File: config.mk
export PLATFORM = sky130hd
export DESIGN_NAME = pytxacl_pingpong_ctrl_flat
export DESIGN_NICKNAME = d
export VERILOG_FILES = /design/src/rtl/pytxacl_pingpong_ctrl_if.sv /design/src/rtl/pytxacl_pingpong_ctrl.sv /design/src/flat_wrapper.sv
export SDC_FILE = /design/constraint.sdc
export NUM_CORES = 1
export LEC_CHECK = 0
export ABC_AREA = 0
export BUFFER_PORTS_ARGS = -buffer_cell sky130_fd_sc_hd__buf_2
export CAP_MARGIN = 30
export CORE_UTILIZATION = 50
export DETAILED_ROUTE_END_ITERATION = 8
export PLACE_DENSITY = 0.81
export SYNTH_ARGS = -nofsm -noshare
export SYNTH_HDL_FRONTEND = slang
export SYNTH_SLANG_ARGS = --single-unit
File: constraint.sdc
create_clock -name clk_6M -period 7.7 [get_ports clk_6M]
set_clock_uncertainty 0.15 [all_clocks]
set_input_delay 1.54 -clock clk_6M [delete_from_list [all_inputs] [get_ports clk_6M]]
set_output_delay 1.54 -clock clk_6M [all_outputs]
set_load 0.005 [all_outputs]
File: src/rtl/pytxacl_pingpong_ctrl_if.sv
// Handshake/bus bundle between the ping-pong TX ACL controller and its bsm/lnctrl/datapath neighbours.
interface pytxacl_pingpong_ctrl_if;
    localparam int unsigned LEN_W  = 10;
    localparam int unsigned ADDR_W = 8;

    logic              bsm_wr_done;
    logic [LEN_W-1:0]  bsm_wr_len;
    logic              bsm_wr_ready;
    logic              s1a;
    logic              tx_req;
    logic [LEN_W-1:0]  tx_len;
    logic              tx_seqn;
    logic              tx_start;
    logic              tx_word_rd;
    logic              tx_end;
    logic              arqn_valid;
    logic              arqn;
    logic              flush;
    logic [ADDR_W-1:0] lnctrl_addr;
    logic              lnctrl_cs;

    modport master (
        output bsm_wr_done, bsm_wr_len, tx_start, tx_word_rd, tx_end,
               arqn_valid, arqn, flush,
        input  bsm_wr_ready, s1a, tx_req, tx_len, tx_seqn, lnctrl_addr, lnctrl_cs
    );

    modport slave (
        input  bsm_wr_done, bsm_wr_len, tx_start, tx_word_rd, tx_end,
               arqn_valid, arqn, flush,
        output bsm_wr_ready, s1a, tx_req, tx_len, tx_seqn, lnctrl_addr, lnctrl_cs
    );
endinterface

File: src/rtl/pytxacl_pingpong_ctrl.sv
// Ping-pong TX ACL buffer controller: bank swapping, lnctrl read addressing and ACL ARQ (ACK/NAK) handling.
module pytxacl_pingpong_ctrl (
    input logic                     clk_6M,
    input logic                     rstz,
    pytxacl_pingpong_ctrl_if.slave  bus
);
    localparam int unsigned LEN_W  = 10;
    localparam int unsigned ADDR_W = 8;
    localparam int unsigned WCNT_W = 9;

    typedef enum logic [1:0] {
        S_IDLE      = 2'd0,
        S_TX        = 2'd1,
        S_WAIT_ARQN = 2'd2
    } state_e;

    state_e              state_q, state_d;
    logic                s1a_q, s1a_d;
    logic                seqn_q, seqn_d;
    logic [1:0]          full_q, full_d;
    logic [LEN_W-1:0]    len0_q, len0_d;
    logic [LEN_W-1:0]    len1_q, len1_d;
    logic [WCNT_W-1:0]   wcnt_q, wcnt_d;
    logic [ADDR_W-1:0]   addr_q, addr_d;
    logic                cs_q, cs_d;

    logic                wr_bank;
    logic                rd_bank;
    logic [LEN_W-1:0]    rd_len;
    logic [LEN_W:0]      rd_len_p3;
    logic [WCNT_W-1:0]   nwords;
    logic                tx_req_c;

    // s1a = 1 puts bsm on bank 0 and lnctrl on bank 1
    assign wr_bank   = ~s1a_q;
    assign rd_bank   = s1a_q;
    assign rd_len    = s1a_q ? len1_q : len0_q;
    assign rd_len_p3 = {1'b0, rd_len} + (LEN_W+1)'(3);
    assign nwords    = WCNT_W'(rd_len_p3 >> 2);
    assign tx_req_c  = full_q[rd_bank] & (state_q != S_WAIT_ARQN);

    assign bus.bsm_wr_ready = ~full_q[wr_bank];
    assign bus.s1a          = s1a_q;
    assign bus.tx_req       = tx_req_c;
    assign bus.tx_len       = rd_len;
    assign bus.tx_seqn      = seqn_q;
    assign bus.lnctrl_addr  = addr_q;
    assign bus.lnctrl_cs    = cs_q;

    // Next-state: flush overrides everything else in the same cycle
    always_comb begin
        state_d = state_q;
        s1a_d   = s1a_q;
        seqn_d  = seqn_q;
        full_d  = full_q;
        len0_d  = len0_q;
        len1_d  = len1_q;
        wcnt_d  = wcnt_q;
        addr_d  = addr_q;
        cs_d    = 1'b0;

        if (bus.flush) begin
            if (full_q[rd_bank]) begin
                seqn_d = ~seqn_q;
            end
            full_d  = 2'b00;
            state_d = S_IDLE;
        end else begin
            if (bus.bsm_wr_done && !full_q[wr_bank]) begin
                full_d[wr_bank] = 1'b1;
                if (wr_bank) begin
                    len1_d = bus.bsm_wr_len;
                end else begin
                    len0_d = bus.bsm_wr_len;
                end
            end

            unique case (state_q)
                S_IDLE: begin
                    // A swap and a tx_start can never coincide: swap needs the read bank empty
                    if (full_q[wr_bank] && !full_q[rd_bank]) begin
                        s1a_d = ~s1a_q;
                    end else if (bus.tx_start && tx_req_c) begin
                        state_d = S_TX;
                        wcnt_d  = '0;
                    end
                end
                S_TX: begin
                    if (bus.tx_word_rd && (wcnt_q < nwords)) begin
                        cs_d   = 1'b1;
                        addr_d = ADDR_W'(wcnt_q);
                        wcnt_d = wcnt_q + WCNT_W'(1);
                    end
                    if (bus.tx_end) begin
                        state_d = S_WAIT_ARQN;
                    end
                end
                S_WAIT_ARQN: begin
                    if (bus.arqn_valid) begin
                        if (bus.arqn) begin
                            full_d[rd_bank] = 1'b0;
                            seqn_d          = ~seqn_q;
                        end
                        state_d = S_IDLE;
                    end
                end
                default: state_d = S_IDLE;
            endcase
        end
    end

    always_ff @(posedge clk_6M or negedge rstz) begin
        if (!rstz) begin
            state_q <= S_IDLE;
            s1a_q   <= 1'b1;
            seqn_q  <= 1'b1;
            full_q  <= 2'b00;
            len0_q  <= '0;
            len1_q  <= '0;
            wcnt_q  <= '0;
            addr_q  <= '0;
            cs_q    <= 1'b0;
        end else begin
            state_q <= state_d;
            s1a_q   <= s1a_d;
            seqn_q  <= seqn_d;
            full_q  <= full_d;
            len0_q  <= len0_d;
            len1_q  <= len1_d;
            wcnt_q  <= wcnt_d;
            addr_q  <= addr_d;
            cs_q    <= cs_d;
        end
    end
endmodule

File: src/flat_wrapper.sv
// flat-port wrapper written by rule: the top's interface ports become plain ports
module pytxacl_pingpong_ctrl_flat 
  (clk_6M, rstz, bus_bsm_wr_done, bus_bsm_wr_len, bus_tx_start, bus_tx_word_rd, bus_tx_end, bus_arqn_valid, bus_arqn, bus_flush, bus_bsm_wr_ready, bus_s1a, bus_tx_req, bus_tx_len, bus_tx_seqn, bus_lnctrl_addr, bus_lnctrl_cs);
  pytxacl_pingpong_ctrl_if bus_i ();
  input logic clk_6M;
  input logic rstz;
  input wire logic [$bits(bus_i.bsm_wr_done)-1:0] bus_bsm_wr_done;
  input wire logic [$bits(bus_i.bsm_wr_len)-1:0] bus_bsm_wr_len;
  input wire logic [$bits(bus_i.tx_start)-1:0] bus_tx_start;
  input wire logic [$bits(bus_i.tx_word_rd)-1:0] bus_tx_word_rd;
  input wire logic [$bits(bus_i.tx_end)-1:0] bus_tx_end;
  input wire logic [$bits(bus_i.arqn_valid)-1:0] bus_arqn_valid;
  input wire logic [$bits(bus_i.arqn)-1:0] bus_arqn;
  input wire logic [$bits(bus_i.flush)-1:0] bus_flush;
  output wire logic [$bits(bus_i.bsm_wr_ready)-1:0] bus_bsm_wr_ready;
  output wire logic [$bits(bus_i.s1a)-1:0] bus_s1a;
  output wire logic [$bits(bus_i.tx_req)-1:0] bus_tx_req;
  output wire logic [$bits(bus_i.tx_len)-1:0] bus_tx_len;
  output wire logic [$bits(bus_i.tx_seqn)-1:0] bus_tx_seqn;
  output wire logic [$bits(bus_i.lnctrl_addr)-1:0] bus_lnctrl_addr;
  output wire logic [$bits(bus_i.lnctrl_cs)-1:0] bus_lnctrl_cs;
  assign bus_i.bsm_wr_done = bus_bsm_wr_done;
  assign bus_i.bsm_wr_len = bus_bsm_wr_len;
  assign bus_i.tx_start = bus_tx_start;
  assign bus_i.tx_word_rd = bus_tx_word_rd;
  assign bus_i.tx_end = bus_tx_end;
  assign bus_i.arqn_valid = bus_arqn_valid;
  assign bus_i.arqn = bus_arqn;
  assign bus_i.flush = bus_flush;
  assign bus_bsm_wr_ready = bus_i.bsm_wr_ready;
  assign bus_s1a = bus_i.s1a;
  assign bus_tx_req = bus_i.tx_req;
  assign bus_tx_len = bus_i.tx_len;
  assign bus_tx_seqn = bus_i.tx_seqn;
  assign bus_lnctrl_addr = bus_i.lnctrl_addr;
  assign bus_lnctrl_cs = bus_i.lnctrl_cs;
  pytxacl_pingpong_ctrl u_core (.clk_6M(clk_6M), .rstz(rstz), .bus(bus_i));
endmodule
==> impl_metrics.csv, run 1 <==
group,metric,value,unit
run_status,status,"finished clean",
sta,relSlewSlack,0.657,
cells_and_area,fillerInstances,351,
sta,drv_slew,0,
sta,finalHoldViolations,0,
floorplanning,num_io_pins,42,
synthesis,yosys_warnings,0,
place,dpl.hpwl,3180,um
synthesis,synth_cells,204,
sta,worst_slew_pin_slew,0.510,ns
power_and_ir_drop,p_seq_frac,0.406,
sta,setup_viol,0,
clock_tree,path_clk_slew,0.08,ns
sta,fin_crit,4.12,ns
setup_path,cpMaxStageDelayCell,"dfstp_2",
setup_path,path_class,"flop to flop",
route,drc,0,
power_and_ir_drop,p_clk_frac,0.208,
power_and_ir_drop,switchingPower,300,uW
setup_path,crit_cells,11,
synthesis,synth_area,0.00232,mm2
clock_tree,htree_num_levels,2,
floorplanning,start_util,0.526,
route,drtIter0Drc,66,
global_route,grt_pass1_vias,1643,
synthesis,ys_seq_area_frac,0.475,
sta,finalCritPeriodShare,0.535,
synthesis,ys_seq_elements,44,
route,drtPass1Iterations,4,
power_and_ir_drop,vdd_drop_max,0.000226,V
route,drt.antenna.violating_nets,0,
setup_path,reg2regPathDepth,11,
synthesis,synth.largest_area_cell,"dfrtp_1",
power_and_ir_drop,p_per_area,332,mW/mm2
cells_and_area,final_common_cell,"dfrtp_1",
setup_path,cp-endpoint,"u_core.bus.lnctrl_addr[0]",
sta,timing.hold.ws,0.347,ns
clock_tree,cts_resized,0,
global_route,globalRouteOverflowTotal,0,
clock_tree,cts_root_buffer,"clkbuf_8",
worst_hold_path,holdCritPathClass,"flop to flop",
setup_path,crit_start,"u_core.bus.s1a",
setup_path,crit_required,7.73,ns
synthesis,synth_edf_count,0,
place,finalWeightedCongestion,0.744,
sta,rsz0062_at_grt,"false",
cells_and_area,area_delta_synth_final,17.2,%
sta,worst_slack,3.58,ns
power_and_ir_drop,p_sw_frac,0.331,
cells_and_area,nets,274,
cells_and_area,final_cell_mix,"dfrtp_1 (42), buf_2 (41), mux2_2 (29)",
setup_path,cp_slowest_stage_delay,0.83,ns
setup_path,startpoint_type,"flop",
power_and_ir_drop,p_comb_frac,0.386,
route,wl_per_cell,14.4,um
setup_path,worst_ep_arrival_time,4.15,ns
run,drv_cap,0,
setup_path,r2r_start,"u_core.bus.s1a",
setup_path,cpLargestDelayFamily,"simple AND/OR/NAND/NOR gates",
floorplanning,coreArea,0.00441,mm2
synthesis,synth_cell_types,41,
synthesis,postSynthAreaPerCell,11.4,um2
place,dp.cells,290,
floorplanning,die_h,70.2,um
floorplanning,dieWidth,70.2,um
clock_tree,cts_max_path_buffers,2,
clock_tree,clock-sinks,44,
power_and_ir_drop,intPower,605,uW
route,vias,1692,
synthesis,synth_top_area_frac,0.452,
route,finalWirelength,4300,um
cells_and_area,drive_above_1_share,0.352,
place,place_ws,3.57,ns
cells_and_area,utilization,0.617,
route,drt-vias-per-instance,5.66,
synthesis,synth_flop_cell,"dfrtp_1",
cells_and_area,fin_cells,299,
cells_and_area,antenna_cells,0,
floorplanning,dieArea,0.00492,mm2
setup_path,r2r_slack,3.58,ns
clock_tree,cts_tree,"done",
place,io_buffers,41,
global_route,grt_usage,0.191,
setup_path,crit_buf_inv,0,
power_and_ir_drop,p_leak,1.30,nW
synthesis,yosys-top-cells-area,"dfrtp_1 (45%), mux2_2 (14%), ha_1 (4.8%)",
global_route,antenna_found_initial,0,
clock_tree,cts_setup_buffers,0,
setup_path,reg2reg_to,"u_core.bus.lnctrl_addr[0]",
global_route,grt_pass1_wl,7380,um
global_route,grt_max_degree,45,
synthesis,syn_nets,232,
clock_tree,cts_buffers,5,
sta,timing.setup.tns,0,ns
sta,fmax,0.243,GHz
synthesis,async_flop_share,1.00,
clock_tree,worstSkewPairLatency,0.29,ns
floorplanning,num_rows,24,
setup_path,cp_max_fo,23,
setup_path,cp-end-kind,"flop",
clock_tree,cts_hold_buf,0,
setup_path,worstPathCellList,"mux2i_1, nor4_1, nand4_1, nor2_1, nand2_1, ha_1, nand2_1, nor2_1, a21o_1, or2_1, mux2_2",
==> worst register-to-register path: stages (launching register included) <==
cell and delay (ns):
dfstp_2 0.83, mux2i_1 0.21, nor4_1 0.53, nand4_1 0.24
nor2_1 0.20, nand2_1 0.08, ha_1 0.29, nand2_1 0.07
nor2_1 0.17, a21o_1 0.40, or2_1 0.46, mux2_2 0.39
==> power groups by stage <==
stage                     clock network, mW  logic [mW]  registers, mW
after floorplan                           0       0.267          0.344
after global placement                    0       0.342          0.368
after detailed placement                  0       0.354          0.372
after CTS                             0.193       0.355          0.368
after global routing                  0.205       0.386          0.380
final                                 0.188       0.349          0.368
==> worst min-delay path by stage <==
stage | from | end | slack, ns | cells past startpoint
final | u_core.bus.lnctrl_addr[6] | u_core.bus.lnctrl_addr[6] | 0.35 | 1
after global routing | u_core.bus.lnctrl_addr[1] | u_core.bus.lnctrl_addr[1] | 0.37 | 1
after CTS | u_core.bus.lnctrl_addr[2] | u_core.bus.lnctrl_addr[2] | 0.35 | 1
after detailed placement | u_core.bus.lnctrl_addr[2] | u_core.bus.lnctrl_addr[2] | 0.33 | 1
after global placement | u_core.bus.lnctrl_addr[1] | u_core.bus.lnctrl_addr[1] | 0.33 | 1
after floorplan | u_core.len0_q[5] | u_core.len0_q[5] | 0.32 | 1
==> logic make-up (layout without fill, tap and decap cells) <==
group	after synthesis	in the layout	synth area share
AO/OA/AOI/OAI	38	38	0.109
XOR/XNOR	7	7	0.0264
adder cells (fa/ha/maj)	9	9	0.0485
buffers and inverters	17	60	0.0323
flip-flops	44	44	0.475
multiplexers	39	39	0.187
AND/OR/NAND/NOR	50	50	0.122
==> layer usage <==
| layer | vias up | track usage | wire [um] |
|---|---|---|---|
| li1 | 832 | - | - |
| met1 | 815 | 0.250 | 1990 |
| met2 | 39 | 0.293 | 2070 |
| met3 | 6 | 0.0620 | 178 |
| met4 | 0 | 0.0800 | 65 |
| met5 | - | 0 | 0 |
==> synthesized netlist by cell type (4+ instances only) <==
| library cell | number |
|---|---|
| a21oi_1 | 14 |
| clkbuf_1 | 4 |
| dfrtp_1 | 42 |
| ha_1 | 9 |
| inv_1 | 8 |
| mux2_1 | 6 |
| mux2_2 | 29 |
| mux2i_1 | 4 |
| nand2_1 | 10 |
| nand3_1 | 5 |
| nor2_1 | 7 |
| nor2b_1 | 4 |
| o21ai_0 | 7 |
| o31ai_1 | 7 |
| or4_1 | 6 |
| xnor2_1 | 6 |
==> sequential cells by signal (all words and copies together), names as in the netlist, 2 cells and up <==
register / count
u_core.state_q: 2
u_core.wcnt_q: 9
u_core.bus.lnctrl_addr: 8
u_core.full_q: 2
u_core.len0_q: 10
u_core.len1_q: 10
==> stage by stage <==
stage | instance area [um2] | total power, mW
floorplan | 2320 | 0.610
global placement | 2570 | 0.710
detailed placement | 2580 | 0.726
CTS | 2700 | 0.915
global route | 2720 | 0.971
finish | 2720 | 0.905
==> cell type report <==
type,instances,area (um2),share of cell area
Timing Repair Buffer,44,240,0.0882
Inverter,8,30.0,0.0110
Clock buffer,7,96.3,0.0354
Sequential cell,44,1100,0.405
Multi-Input combinational cell,143,1160,0.425
Clock inverter,1,30.0,0.0110
Tap cell,52,65.1,0.0239
(Power assumes the default switching activity.)
==> run 2, diff against run 1 <==
--- a/config.mk
+++ b/config.mk
@@ -5,12 +5,12 @@
 export SDC_FILE = /design/constraint.sdc
 export NUM_CORES = 1
 export LEC_CHECK = 0
-export ABC_AREA = 0
+export ABC_AREA = 1
 export BUFFER_PORTS_ARGS = -buffer_cell sky130_fd_sc_hd__buf_2
 export CAP_MARGIN = 30
 export CORE_UTILIZATION = 50
 export DETAILED_ROUTE_END_ITERATION = 8
-export PLACE_DENSITY = 0.81
+export PLACE_DENSITY = 0.83
 export SYNTH_ARGS = -nofsm -noshare
 export SYNTH_HDL_FRONTEND = slang
 export SYNTH_SLANG_ARGS = --single-unit
==> constraint.sdc (replaced) <==
create_clock -name clk_6M -period 3.6 [get_ports clk_6M]
set_clock_uncertainty 0.15 [all_clocks]
set_input_delay 0.72 -clock clk_6M [delete_from_list [all_inputs] [get_ports clk_6M]]
set_output_delay 0.72 -clock clk_6M [all_outputs]
set_load 0.005 [all_outputs]
==> impl_metrics.csv, run 2 <==
group,metric,value,unit
run_status,status,"finished clean",
sta,worst_slew_pin_slew,0.544,ns
cells_and_area,drive_above_1_share,0.235,
cells_and_area,final_area,0.00287,mm2
synthesis,yosys-top-cells-area,"dfrtp_1 (42%), nand2_1 (13%), inv_1 (6.1%)",
sta,fmax,0.315,GHz
setup_path,cp-end-kind,"flop",
clock_tree,cts_root_buffer,"clkbuf_8",
cells_and_area,fillerInstances,434,
sta,rsz0062_at_grt,"false",
global_route,grt_pass1_vias,2046,
floorplanning,dieArea,0.00533,mm2
sta,setup_viol,0,
route,wl_per_cell,12.1,um
synthesis,postSynthAreaPerCell,7.93,um2
synthesis,synth_area,0.00252,mm2
global_route,grt_pass1_wl,9210,um
synthesis,synth_cells,318,
global_route,grt_usage,0.227,
power_and_ir_drop,intPower,1.17,mW
cells_and_area,nets,385,
place,dp.cells,416,
place,dpl.hpwl,3740,um
sta,relSlewSlack,0.637,
route,finalWirelength,5160,um
setup_path,worst_ep_arrival_time,3.26,ns
clock_tree,htree_num_levels,2,
sta,fin_crit,3.17,ns
power_and_ir_drop,vdd_drop_max,0.000324,V
worst_hold_path,holdCritPathClass,"input port to asynchronous set/reset pin",
clock_tree,path_clk_slew,0.08,ns
setup_path,r2r_start,"u_core.bus.s1a",
setup_path,reg2reg_to,"u_core.bus.lnctrl_addr[1]",
cells_and_area,antenna_cells,0,
route,drtIter0Drc,99,
setup_path,path_class,"flop to flop",
setup_path,crit_buf_inv,3,
floorplanning,coreArea,0.00479,mm2
power_and_ir_drop,p_leak,1.55,nW
power_and_ir_drop,switchingPower,852,uW
sta,drv_slew,0,
synthesis,yosys_warnings,0,
power_and_ir_drop,total_power,2.02,mW
synthesis,synth_edf_count,0,
floorplanning,num_rows,25,
place,finalWeightedCongestion,0.862,
setup_path,crit_required,3.69,ns
clock_tree,cts_buffers,5,
synthesis,synth_flop_cell,"dfrtp_1",
power_and_ir_drop,p_sw_frac,0.421,
global_route,globalRouteOverflowTotal,0,
power_and_ir_drop,p_clk_frac,0.157,
power_and_ir_drop,p_seq_frac,0.380,
synthesis,synth_common_cells,"nand2_1 (88), dfrtp_1 (42), inv_1 (41)",
setup_path,cpLargestDelayFamily,"simple AND/OR/NAND/NOR gates",
cells_and_area,area_delta_synth_final,13.7,%
floorplanning,die_h,73.0,um
route,drt.antenna.violating_nets,0,
sta,timing.setup.tns,0,ns
sta,finalHoldViolations,0,
run,drv_cap,0,
synthesis,ys_seq_area_frac,0.438,
floorplanning,start_util,0.527,
setup_path,cpMaxStageDelayCell,"dfstp_4",
setup_path,cp_slowest_stage_delay,0.75,ns
setup_path,cp_common_cell,"nand2_1",
route,vias,2080,
clock_tree,cts_max_path_buffers,2,
clock_tree,cts_setup_buffers,0,
cells_and_area,largest_registers,"u_core.len0_q (10), u_core.len1_q (10), u_core.wcnt_q (9)",
setup_path,cp_max_fo,24,
floorplanning,dieWidth,73.0,um
synthesis,synth_cell_types,33,
global_route,grt_max_degree,45,
cells_and_area,final_cell_mix,"nand2_1 (88), dfrtp_1 (42), inv_1 (41), buf_2 (41), o21ai_0 (30)",
sta,finalCritPeriodShare,0.881,
synthesis,ys_seq_elements,44,
setup_path,r2r_slack,0.43,ns
clock_tree,cts_tree,"done",
setup_path,reg2regPathDepth,19,
place,dpl_cell_area,0.00274,mm2
place,io_buffers,41,
synthesis,syn_nets,346,
synthesis,async_flop_share,1.00,
power_and_ir_drop,p_per_area,706,mW/mm2
cells_and_area,fin_cells,425,
route,drc,0,
route,drt-vias-per-instance,4.89,
setup_path,worstPathCellList,"inv_4, nand2_1, nand2_2, nand2_2, nand2_4, nor2_4, nand2_4, o21ai_0, nand2_1, ha_1, nand2_1, inv_1, o21ai_0, nand3_1, nor2_1, nand2_4, inv_1, nand2_1, nand2_1",
clock_tree,clock-sinks,44,
setup_path,startpoint_type,"flop",
global_route,antenna_found_initial,0,
floorplanning,num_io_pins,42,
cells_and_area,final_common_cell,"nand2_1",
clock_tree,cts_hold_buf,0,
route,drtPass1Iterations,4,
synthesis,synth_top_area_frac,0.417,
clock_tree,worstSkewPairLatency,0.30,ns
synthesis,post-synth-top-count-cell,"nand2_1",
power_and_ir_drop,p_comb_frac,0.463,
synthesis,synth.largest_area_cell,"dfrtp_1",
[run 2: cell types whose count changed after synthesis, moves of 7 or more]
cell,delta
nand2_1,+78
inv_1,+33
mux2_2,-29
o21ai_0,+23
nand3_1,+13
nor2_1,+11
a21oi_1,-10
nand2_2,+8
o21ai_2,+7
[run 2: kinds of logic after synthesis]
logic type | count (synthesis) | synth area share
simple gates | 153 | 0.274
buf+inv | 55 | 0.0968
compound gates | 47 | 0.112
flops | 44 | 0.438
xor+xnor | 10 | 0.0347
fa+ha+maj | 9 | 0.0447
[run 2: per-layer routing]
| metal | vias up | wire length, um | GRT usage |
|---|---|---|---|
| li1 | 1066 | - | - |
| met1 | 959 | 2410 | 0.297 |
| met2 | 45 | 2420 | 0.357 |
| met3 | 10 | 231 | 0.0497 |
| met4 | 0 | 91 | 0.107 |
| met5 | - | 0 | 0 |
[run 2: layout make-up]
cell class / count / area (um2) / area share
well taps: 67 / 83.8 / 0.0292
repair buffers: 42 / 233 / 0.0812
multi-input cells: 219 / 1180 / 0.411
clock buffers: 6 / 82.6 / 0.0288
clock inverters: 2 / 10.0 / 0.00349
flip-flops and latches: 44 / 1110 / 0.386
inverters: 45 / 171 / 0.0598
[run 2: worst max-delay path by stage]
stage,startpoint,to,slack [ns],cells after the start
2_1_floorplan,u_core.bus.s1a,u_core.bus.lnctrl_addr[5],0.84,20
6_report,u_core.bus.s1a,u_core.bus.lnctrl_addr[1],0.43,19
3_5_place_dp,u_core.bus.s1a,u_core.wcnt_q[3],0.42,19
4_1_cts,u_core.bus.s1a,u_core.wcnt_q[3],0.36,19
3_3_place_gp,u_core.bus.s1a,u_core.wcnt_q[8],0.54,19
5_1_grt,u_core.bus.s1a,u_core.bus.lnctrl_addr[1],0.02,19
[run 2: power groups by stage]
stage | Clock [mW] | Sequential [mW] | Combinational, mW
floorplan | 0 | 0.717 | 0.728
global placement | 0 | 0.765 | 0.898
detailed placement | 0 | 0.773 | 0.926
CTS | 0.327 | 0.763 | 0.942
global route | 0.349 | 0.789 | 1.07
finish | 0.318 | 0.768 | 0.937
[run 2: metrics by stage]
step | utilization | setup WS, ns | hold slack [ns]
final | 0.599 | 0.429 | 0.248
after global routing | 0.599 | 0.0220 | 0.280
after floorplan | - | 0.840 | 0.274
after CTS | 0.591 | 0.364 | 0.333
after global placement | 0.572 | 0.537 | 0.312
after detailed placement | 0.572 | 0.424 | 0.313
[run 2: timing repair]
item	in CTS	in global routing
resized for setup	0	2
endpoints found under the hold margin	0	0
endpoints found under the setup margin	0	12
